File: src/rtl/alu_pkg.sv
// Shared types and constants for the bit-serial ALU execute stage.
package alu_pkg;

    typedef enum logic [1:0] {
        ST_IDLE,
        ST_RUN,
        ST_DONE
    } state_t;

    localparam int unsigned ALU_WIDTH = 4;
    localparam int unsigned ALU_CNT_W = $clog2(ALU_WIDTH);

endpackage

File: src/rtl/full_adder1.sv
// Single-bit full adder used once per RUN cycle by the serial ALU.
module full_adder1 (
    input  logic a,
    input  logic b,
    input  logic cin,
    output logic s,
    output logic cout
);

    assign s    = a ^ b ^ cin;
    assign cout = (a & b) | (a & cin) | (b & cin);

endmodule

File: src/rtl/serial_alu_core.sv
// Bit-serial adder execute stage: one full adder, WIDTH RUN cycles per operation,
// registered result and flags updated only when an operation completes.
module serial_alu_core
    import alu_pkg::*;
#(
    parameter int unsigned WIDTH = ALU_WIDTH
) (
    input  logic             clk,
    input  logic             reset,
    input  logic             start,
    input  logic [WIDTH-1:0] AMod,
    input  logic [WIDTH-1:0] BMod,
    input  logic             Cin,
    output logic [WIDTH-1:0] R,
    output logic             Cout,
    output logic             V,
    output logic             Z,
    output logic             N,
    output logic             busy,
    output logic             done
);

    localparam int unsigned CNT_W = (WIDTH > 1) ? $clog2(WIDTH) : 1;

    state_t             state;
    state_t             state_next;
    logic [WIDTH-1:0]   a_sh;
    logic [WIDTH-1:0]   b_sh;
    logic [WIDTH-1:0]   acc;
    logic [WIDTH-1:0]   acc_next;
    logic [CNT_W-1:0]   cnt;
    logic               carry;
    logic               fa_sum;
    logic               fa_cout;
    logic               last_bit;

    full_adder1 u_fa (
        .a    (a_sh[0]),
        .b    (b_sh[0]),
        .cin  (carry),
        .s    (fa_sum),
        .cout (fa_cout)
    );

    assign acc_next = {fa_sum, acc[WIDTH-1:1]};
    assign last_bit = (cnt == CNT_W'(WIDTH - 1));

    // State register
    always_ff @(posedge clk) begin
        if (reset) begin
            state <= ST_IDLE;
        end else begin
            state <= state_next;
        end
    end

    // Next-state logic
    always_comb begin
        state_next = state;
        case (state)
            ST_IDLE: if (start) state_next = ST_RUN;
            ST_RUN:  if (last_bit) state_next = ST_DONE;
            ST_DONE: state_next = ST_IDLE;
            default: state_next = ST_IDLE;
        endcase
    end

    // Datapath, handshake and result/flag registers
    always_ff @(posedge clk) begin
        if (reset) begin
            a_sh  <= '0;
            b_sh  <= '0;
            acc   <= '0;
            cnt   <= '0;
            carry <= 1'b0;
            R     <= '0;
            Cout  <= 1'b0;
            V     <= 1'b0;
            Z     <= 1'b1;
            N     <= 1'b0;
            busy  <= 1'b0;
            done  <= 1'b0;
        end else begin
            busy <= (state_next != ST_IDLE);
            done <= (state_next == ST_DONE);
            case (state)
                ST_IDLE: begin
                    if (start) begin
                        a_sh  <= AMod;
                        b_sh  <= BMod;
                        carry <= Cin;
                        cnt   <= '0;
                    end
                end
                ST_RUN: begin
                    a_sh  <= a_sh >> 1;
                    b_sh  <= b_sh >> 1;
                    acc   <= acc_next;
                    carry <= fa_cout;
                    cnt   <= cnt + CNT_W'(1);
                    // carry is still the carry into the MSB on the final bit
                    if (last_bit) begin
                        R    <= acc_next;
                        Cout <= fa_cout;
                        V    <= carry ^ fa_cout;
                        Z    <= (acc_next == '0);
                        N    <= fa_sum;
                    end
                end
                default: ;
            endcase
        end
    end

endmodule

File: config.mk
export PLATFORM = sky130hd
export DESIGN_NAME = serial_alu_core
export DESIGN_NICKNAME = d
export VERILOG_FILES = /design/src/rtl/alu_pkg.sv /design/src/rtl/full_adder1.sv /design/src/rtl/serial_alu_core.sv
export SDC_FILE = /design/constraint.sdc
export NUM_CORES = 1
export LEC_CHECK = 0
export ABC_AREA = 1
export BUFFER_PORTS_ARGS = -buffer_cell sky130_fd_sc_hd__buf_2
export CAP_MARGIN = 20
export CORE_MARGIN = 2
export CORE_UTILIZATION = 25
export CTS_CLUSTER_SIZE = 40
export DETAILED_ROUTE_END_ITERATION = 16
export PLACE_DENSITY = 0.42
export SETUP_SLACK_MARGIN = 0.1
export SLEW_MARGIN = 20
export SYNTH_ARGS = -nofsm -noshare
export SYNTH_HDL_FRONTEND = slang
export SYNTH_HIERARCHICAL = 1
export SYNTH_SLANG_ARGS = --single-unit
File: constraint.sdc
create_clock -name clk -period 3.41 [get_ports clk]
set_input_delay 1.023 -clock clk [delete_from_list [all_inputs] [get_ports clk]]
set_output_delay 1.023 -clock clk [all_outputs]
set_load 0.01 [all_outputs]
==> results of run 1 <==
[per-stage QoR]
| step | hold WS (ns) | instance area (sq um) |
|---|---|---|
| 3_3_place_gp | 0.445 | 1230 |
| 4_1_cts | 0.466 | 1280 |
| 2_1_floorplan | 0.440 | 1120 |
| 3_5_place_dp | 0.444 | 1230 |
| 6_report | 0.459 | 1280 |
| 5_1_grt | 0.496 | 1280 |
[worst max-delay path by stage]
stage	depth (start not counted)	to	from
after global placement	5	b_sh[1]	start
after CTS	1	N	R[3]
after global routing	1	R[1]	R[1]
after detailed placement	4	acc[1]	reset
after floorplan	5	a_sh[0]	reset
final	1	N	R[3]
[cells in the final DEF, fill, tap and decap left out, types with 3 or more instances in the layout]
| cell type | instances |
|---|---|
| nand2_1 | 47 |
| nor2_1 | 33 |
| dfxtp_1 | 25 |
| buf_2 | 21 |
| inv_1 | 15 |
| nand3_1 | 11 |
| a21oi_1 | 5 |
| o21ai_0 | 4 |
| clkbuf_8 | 3 |
[per-layer routing]
layer  vias up  global-route usage [%]  wire (um)
met5         -                       0          0
met4         0                    1.89         16
met3         2                    3.42        140
met2        24                    14.7        929
met1       384                    12.9       1100
li1        512                       -          -
[area by class of cell]
| cell class | count | area (sq um) | area share (%) |
|---|---|---|---|
| Multi-Input combinational cell | 108 | 492 | 38.5 |
| Timing Repair Buffer | 21 | 105 | 8.23 |
| Sequential cell | 25 | 500 | 39.2 |
| Tap cell | 52 | 65.1 | 5.09 |
| Inverter | 17 | 66.3 | 5.19 |
| Clock buffer | 3 | 41.3 | 3.23 |
| Clock inverter | 1 | 7.51 | 0.588 |
[registers in the layout, indices dropped and copies added, names as in the netlist, 2 cells and up]
name / cells
acc: 3
state: 2
a_sh: 4
cnt: 2
R: 4
b_sh: 4
[logic make-up after synthesis]
group | Yosys count | share of synthesized area (%)
compound gates | 11 | 5.93
simple gates | 94 | 34.4
xor+xnor | 1 | 0.784
buf+inv | 24 | 11.2
fa+ha+maj | 2 | 2.91
flops | 25 | 44.8
[power by group through the flow]
stage | Sequential (W) | Combinational [W] | Clock (W)
final | 0.000322 | 0.0000715 | 0.000177
after global placement | 0.000329 | 0.0000729 | 0
after global routing | 0.000325 | 0.0000843 | 0.000201
after detailed placement | 0.000329 | 0.0000727 | 0
after CTS | 0.000323 | 0.0000731 | 0.000190
after floorplan | 0.000324 | 0.0000614 | 0
==> impl_metrics.csv, run 1 <==
group,metric,value,unit
outcome,status,"finished, final reports clean",
run,maxCapViolCount,0,
power_and_ir_drop,power.density,447,nW/um^2
synthesis,synth.yosys.seq_area_share,44.8,%
power_and_ir_drop,comb_power_share,12.5,%
timing,setup_violations,0,
synthesis,syn_nets,171,
timing,period_share,51.9,%
synthesis,synth_edf_count,0,
clocking,cts-root-buf,"clkbuf_8",
final_layout,fill_cells,516,
routing,first_iter_violations,33,
die,fp.dieW,70.9,um
power_and_ir_drop,irDropWorstVdd,0.159,mV
global_routing,grt_usage,9.52,%
placement,hpwl,1610,um
setup_path,slowest_stage,"dfxtp_1",
final_layout,syn_to_final_growth,14.3,%
placement,numPortBuffers,21,
global_routing,grt_overflow,0,
timing,drv_slew,0,
setup_path,cp-start-kind,"flop",
synthesis,synth.avg_cell_area,7.12,sq um
die,dieArea,5020,sq um
clocking,clkSinkCount,25,
clocking,cts-buffers-inserted,3,
synthesis,ys_seq_elements,25,
timing,worst_slack,1.64,ns
min_path,worstHoldStart,"Z",
min_path,holdCritPathClass,"reg -> reg",
final_layout,num_antenna_cells,0,
min_path,holdPathStages,2,
timing,rsz0062_at_grt,"no",
routing,drt_first_pass_iters,4,
global_routing,grt_pass1_vias,878,
die,io_pins,22,
synthesis,ys.flop_type,"dfxtp_1",
setup_path,crit_required,2.39,ns
setup_path,r2r-end,"cnt[1]",
synthesis,async_reset_ff_share,0,%
timing,period_minus_slack,1.77,ns
clocking,ctsHtreeMaxLevel,1,
die,initial_core_util,25.8,%
clocking,clkSlewWorstSetupHoldPaths,0.08,ns
clocking,postCtsSetupBuffers,0,
setup_path,crit_path_cell_trace,"buf_2",
clocking,ctsHoldBuffers,0,
die,die_h,70.9,um
setup_path,crit_path_max_fanout,3,
timing,hold_viol_final,0,
global_routing,grt_antenna_before_repair,0,
timing,fin_skew,0.00569,ns
routing,vias,922,
synthesis,synth_area_leader_cell,"dfxtp_1",
synthesis,syn_area,1120,sq um
final_layout,finalNonFillerCells,227,
power_and_ir_drop,power.leakage,0.632,nW
power_and_ir_drop,switchingPower,0.000151,W
setup_path,reg2reg_depth,4,
global_routing,grt_first_pass_wirelength,3910,um
placement,placed_cells,223,
timing,fmax,565,MHz
power_and_ir_drop,p_clk_share,31.0,%
setup_path,slowest_delay,0.35,ns
placement,place_ws,1.46,ns
synthesis,ys_types,20,
setup_path,cp-end-kind,"output port",
synthesis,synth.most_common_cell,"nand2_1",
clocking,clock_latency,0.27,ns
setup_path,reg2reg_from,"state[0]",
final_layout,drive_above_1_share,17.1,%
timing,relSlewSlack,62.5,%
timing,worst_slew_pin_slew,0.561,ns
setup_path,reg2reg_slack,2.02,ns
final_layout,final_util,29.5,%
setup_path,critPathTopFamily,"flip-flops",
routing,vias_per_cell,4.06,
routing,routed_wl,2190,um
die,std_cell_rows,24,
placement,finalWeightedCongestion,0.771,
routing,wire_per_inst,9.65,um
synthesis,ys_warn_count,6,
clocking,clock_path_buffers,2,
power_and_ir_drop,p_sw_share,26.4,%
routing,ant_nets,0,
power_and_ir_drop,power,0.000571,W
final_layout,nets,190,
power_and_ir_drop,internal_power,0.000420,W
die,core-area,4320,sq um
setup_path,arrival,0.75,ns
clocking,cts_resized,0,
min_path,hold_end,"Z",
synthesis,synth_area_leaders,"dfxtp_1 (45%), nand2_1 (16%), nor2_1 (11%), inv_1 (5.0%), nand3_1 (4.9%)",
synthesis,synth_commonest_cells,"nand2_1 (47), nor2_1 (33), dfxtp_1 (25)",
setup_path,path_buf_inv,1,
routing,drc,0,
clocking,cts_tree,"yes",
synthesis,yosysTopAreaCellShare,44.8,%
global_routing,grt_max_degree,20,
setup_path,critical_path_class,"reg -> out",
synthesis,synthCells,157,
timing,fin_setup_tns,0,ns
power_and_ir_drop,seqPwrFrac,56.5,%
(Power assumes the default switching activity.)
==> run 2, diff against run 1 <==
--- a/config.mk
+++ b/config.mk
@@ -12,7 +12,7 @@
 export CORE_UTILIZATION = 25
 export CTS_CLUSTER_SIZE = 40
 export DETAILED_ROUTE_END_ITERATION = 16
-export PLACE_DENSITY = 0.42
+export PLACE_DENSITY = 0.44
 export SETUP_SLACK_MARGIN = 0.1
 export SLEW_MARGIN = 20
 export SYNTH_ARGS = -nofsm -noshare
==> constraint.sdc (replaced) <==
create_clock -name clk -period 1.5 [get_ports clk]
set_input_delay 0.45 -clock clk [delete_from_list [all_inputs] [get_ports clk]]
set_output_delay 0.45 -clock clk [all_outputs]
set_load 0.01 [all_outputs]
==> run 2 against run 1 <==
  * Sequential share of layout area decreased by 0.60 points
  * Global-route usage increased by 0.30 points
  * Sequential power increased by 130%
  * First-iteration DRC count decreased by 9.1%
  * Final cell count increased by 1.3%
  * Clock skew increased by 0.0010 ns
  * Via count increased by 3.6%
  * Register-to-register slack got worse by 1.8 ns
  * Critical path type is now reg -> reg
==> impl_metrics.csv, run 2 (same netlist as run 1, synthesis figures left out) <==
group,metric,value,unit
outcome,status,"finished, final reports clean",
final_layout,final_common_cell,"nand2_1",
clocking,ctsHoldBuffers,0,
clocking,clkSlewWorstSetupHoldPaths,0.09,ns
global_routing,grt_max_degree,20,
die,fp.dieW,70.9,um
routing,routed_wl,2280,um
clocking,clock_latency,0.27,ns
routing,vias,955,
clocking,clkSinkCount,25,
clocking,cts-buffers-inserted,3,
clocking,cts_resized,0,
final_layout,nets,193,
power_and_ir_drop,irDropWorstVdd,0.498,mV
clocking,postCtsSetupBuffers,0,
final_layout,drive_above_1_share,18.5,%
routing,vias_per_cell,4.15,
timing,fmax,808,MHz
die,core-area,4320,sq um
routing,drc,0,
final_layout,final_cell_mix,"nand2_1 (47), nor2_1 (33), dfxtp_1 (25), buf_2 (21), inv_1 (15)",
die,io_pins,22,
routing,wire_per_inst,9.89,um
power_and_ir_drop,internal_power,0.000958,W
timing,rsz0062_at_grt,"no",
global_routing,grt_pass1_vias,886,
die,initial_core_util,25.8,%
placement,place_ws,0.188,ns
final_layout,syn_to_final_growth,16.1,%
global_routing,grt_overflow,0,
timing,period_minus_slack,1.24,ns
die,die_h,70.9,um
power_and_ir_drop,seqPwrFrac,56.0,%
min_path,holdPathStages,3,
power_and_ir_drop,comb_power_share,13.5,%
run,maxCapViolCount,0,
placement,finalWeightedCongestion,0.788,
timing,drv_slew,0,
timing,fin_setup_tns,0,ns
final_layout,num_antenna_cells,0,
placement,dpl_cell_area,1250,sq um
setup_path,cp-start-kind,"flop",
timing,period_share,82.5,%
global_routing,grt_first_pass_wirelength,3930,um
power_and_ir_drop,p_sw_share,26.4,%
final_layout,final_util,30.0,%
routing,ant_nets,0,
setup_path,cp-end-kind,"flop",
timing,fin_skew,0.00672,ns
placement,numPortBuffers,21,
setup_path,arrival,1.46,ns
power_and_ir_drop,power.density,1000,nW/um^2
setup_path,critical_path_class,"reg -> reg",
global_routing,grt_usage,9.82,%
clocking,ctsHtreeMaxLevel,1,
final_layout,top_regs,"R (4), a_sh (4), b_sh (4)",
global_routing,grt_antenna_before_repair,0,
die,dieArea,5020,sq um
setup_path,crit_required,1.72,ns
clocking,cts-root-buf,"clkbuf_8",
die,std_cell_rows,24,
power_and_ir_drop,p_clk_share,30.6,%
timing,setup_violations,0,
timing,hold_viol_final,0,
setup_path,reg2reg_depth,4,
timing,worst_slew_pin_slew,0.460,ns
setup_path,crit_path_max_fanout,3,
timing,worst_slack,0.262,ns
routing,drt_first_pass_iters,2,
setup_path,reg2reg_slack,0.26,ns
power_and_ir_drop,switchingPower,0.000344,W
final_layout,postLayoutCellArea,1300,sq um
placement,hpwl,1660,um
routing,first_iter_violations,30,
clocking,clock_path_buffers,2,
clocking,cts_tree,"yes",
power_and_ir_drop,power.leakage,0.650,nW
timing,relSlewSlack,69.2,%
min_path,holdCritPathClass,"in -> reg",
==> run 2: changes by cell type in the layout (fill, tap and decap cells not counted), sizes merged <==
cell | before | now
buf | 21 | 24
clkinv | 0 | 1
clkinvlp | 1 | 0
==> run 2: final timing paths <==
check,startpoint,endpoint
worst max register to register,a_sh[0],Z
worst min register to register,a_sh[3],a_sh[3]
worst max-delay path,a_sh[0],Z
worst min-delay path,AMod[3],a_sh[3]
==> run 2: layout make-up <==
| class | count | area, sq um |
|---|---|---|
| well taps | 52 | 65.1 |
| flip-flops and latches | 25 | 500 |
| clock inverters | 1 | 5.00 |
| fillers | 489 | 3030 |
| inverters | 17 | 66.3 |
| clock buffers | 3 | 41.3 |
| multi-input cells | 108 | 492 |
| repair buffers | 24 | 128 |
==> run 2: power by group through the flow <==
stage                     clock, W  sequential [W]  combinational (W)
after floorplan                  0        0.000737           0.000140
after global placement           0        0.000744           0.000174
after detailed placement         0        0.000745           0.000176
after CTS                 0.000421        0.000730           0.000177
after global routing      0.000452        0.000734           0.000205
final                     0.000398        0.000729           0.000175
==> run 2: worst max-delay path: stages (launching register included) <==
cell,delay [ns]
dfxtp_1,0.34
fa_1,0.53
nor3_1,0.20
nand2_1,0.07
nand2_1,0.06
==> run 2: per-stage QoR <==
stage	power, W	hold slack [ns]	std cells
5_1_grt	0.00139	0.444	230
3_5_place_dp	0.000921	0.461	226
6_report	0.00130	0.447	230
3_3_place_gp	0.000918	0.450	226
4_1_cts	0.00133	0.438	230
2_1_floorplan	0.000876	0.440	157
==> run 2: metal layers <==
layer  up-vias  share of wire [%]  track usage, %
li1        515                  -               -
met1       416                 50            12.4
met2        22                 44            16.1
met3         2                5.2            3.42
met4         0               0.79            2.52
met5         -                  0               0
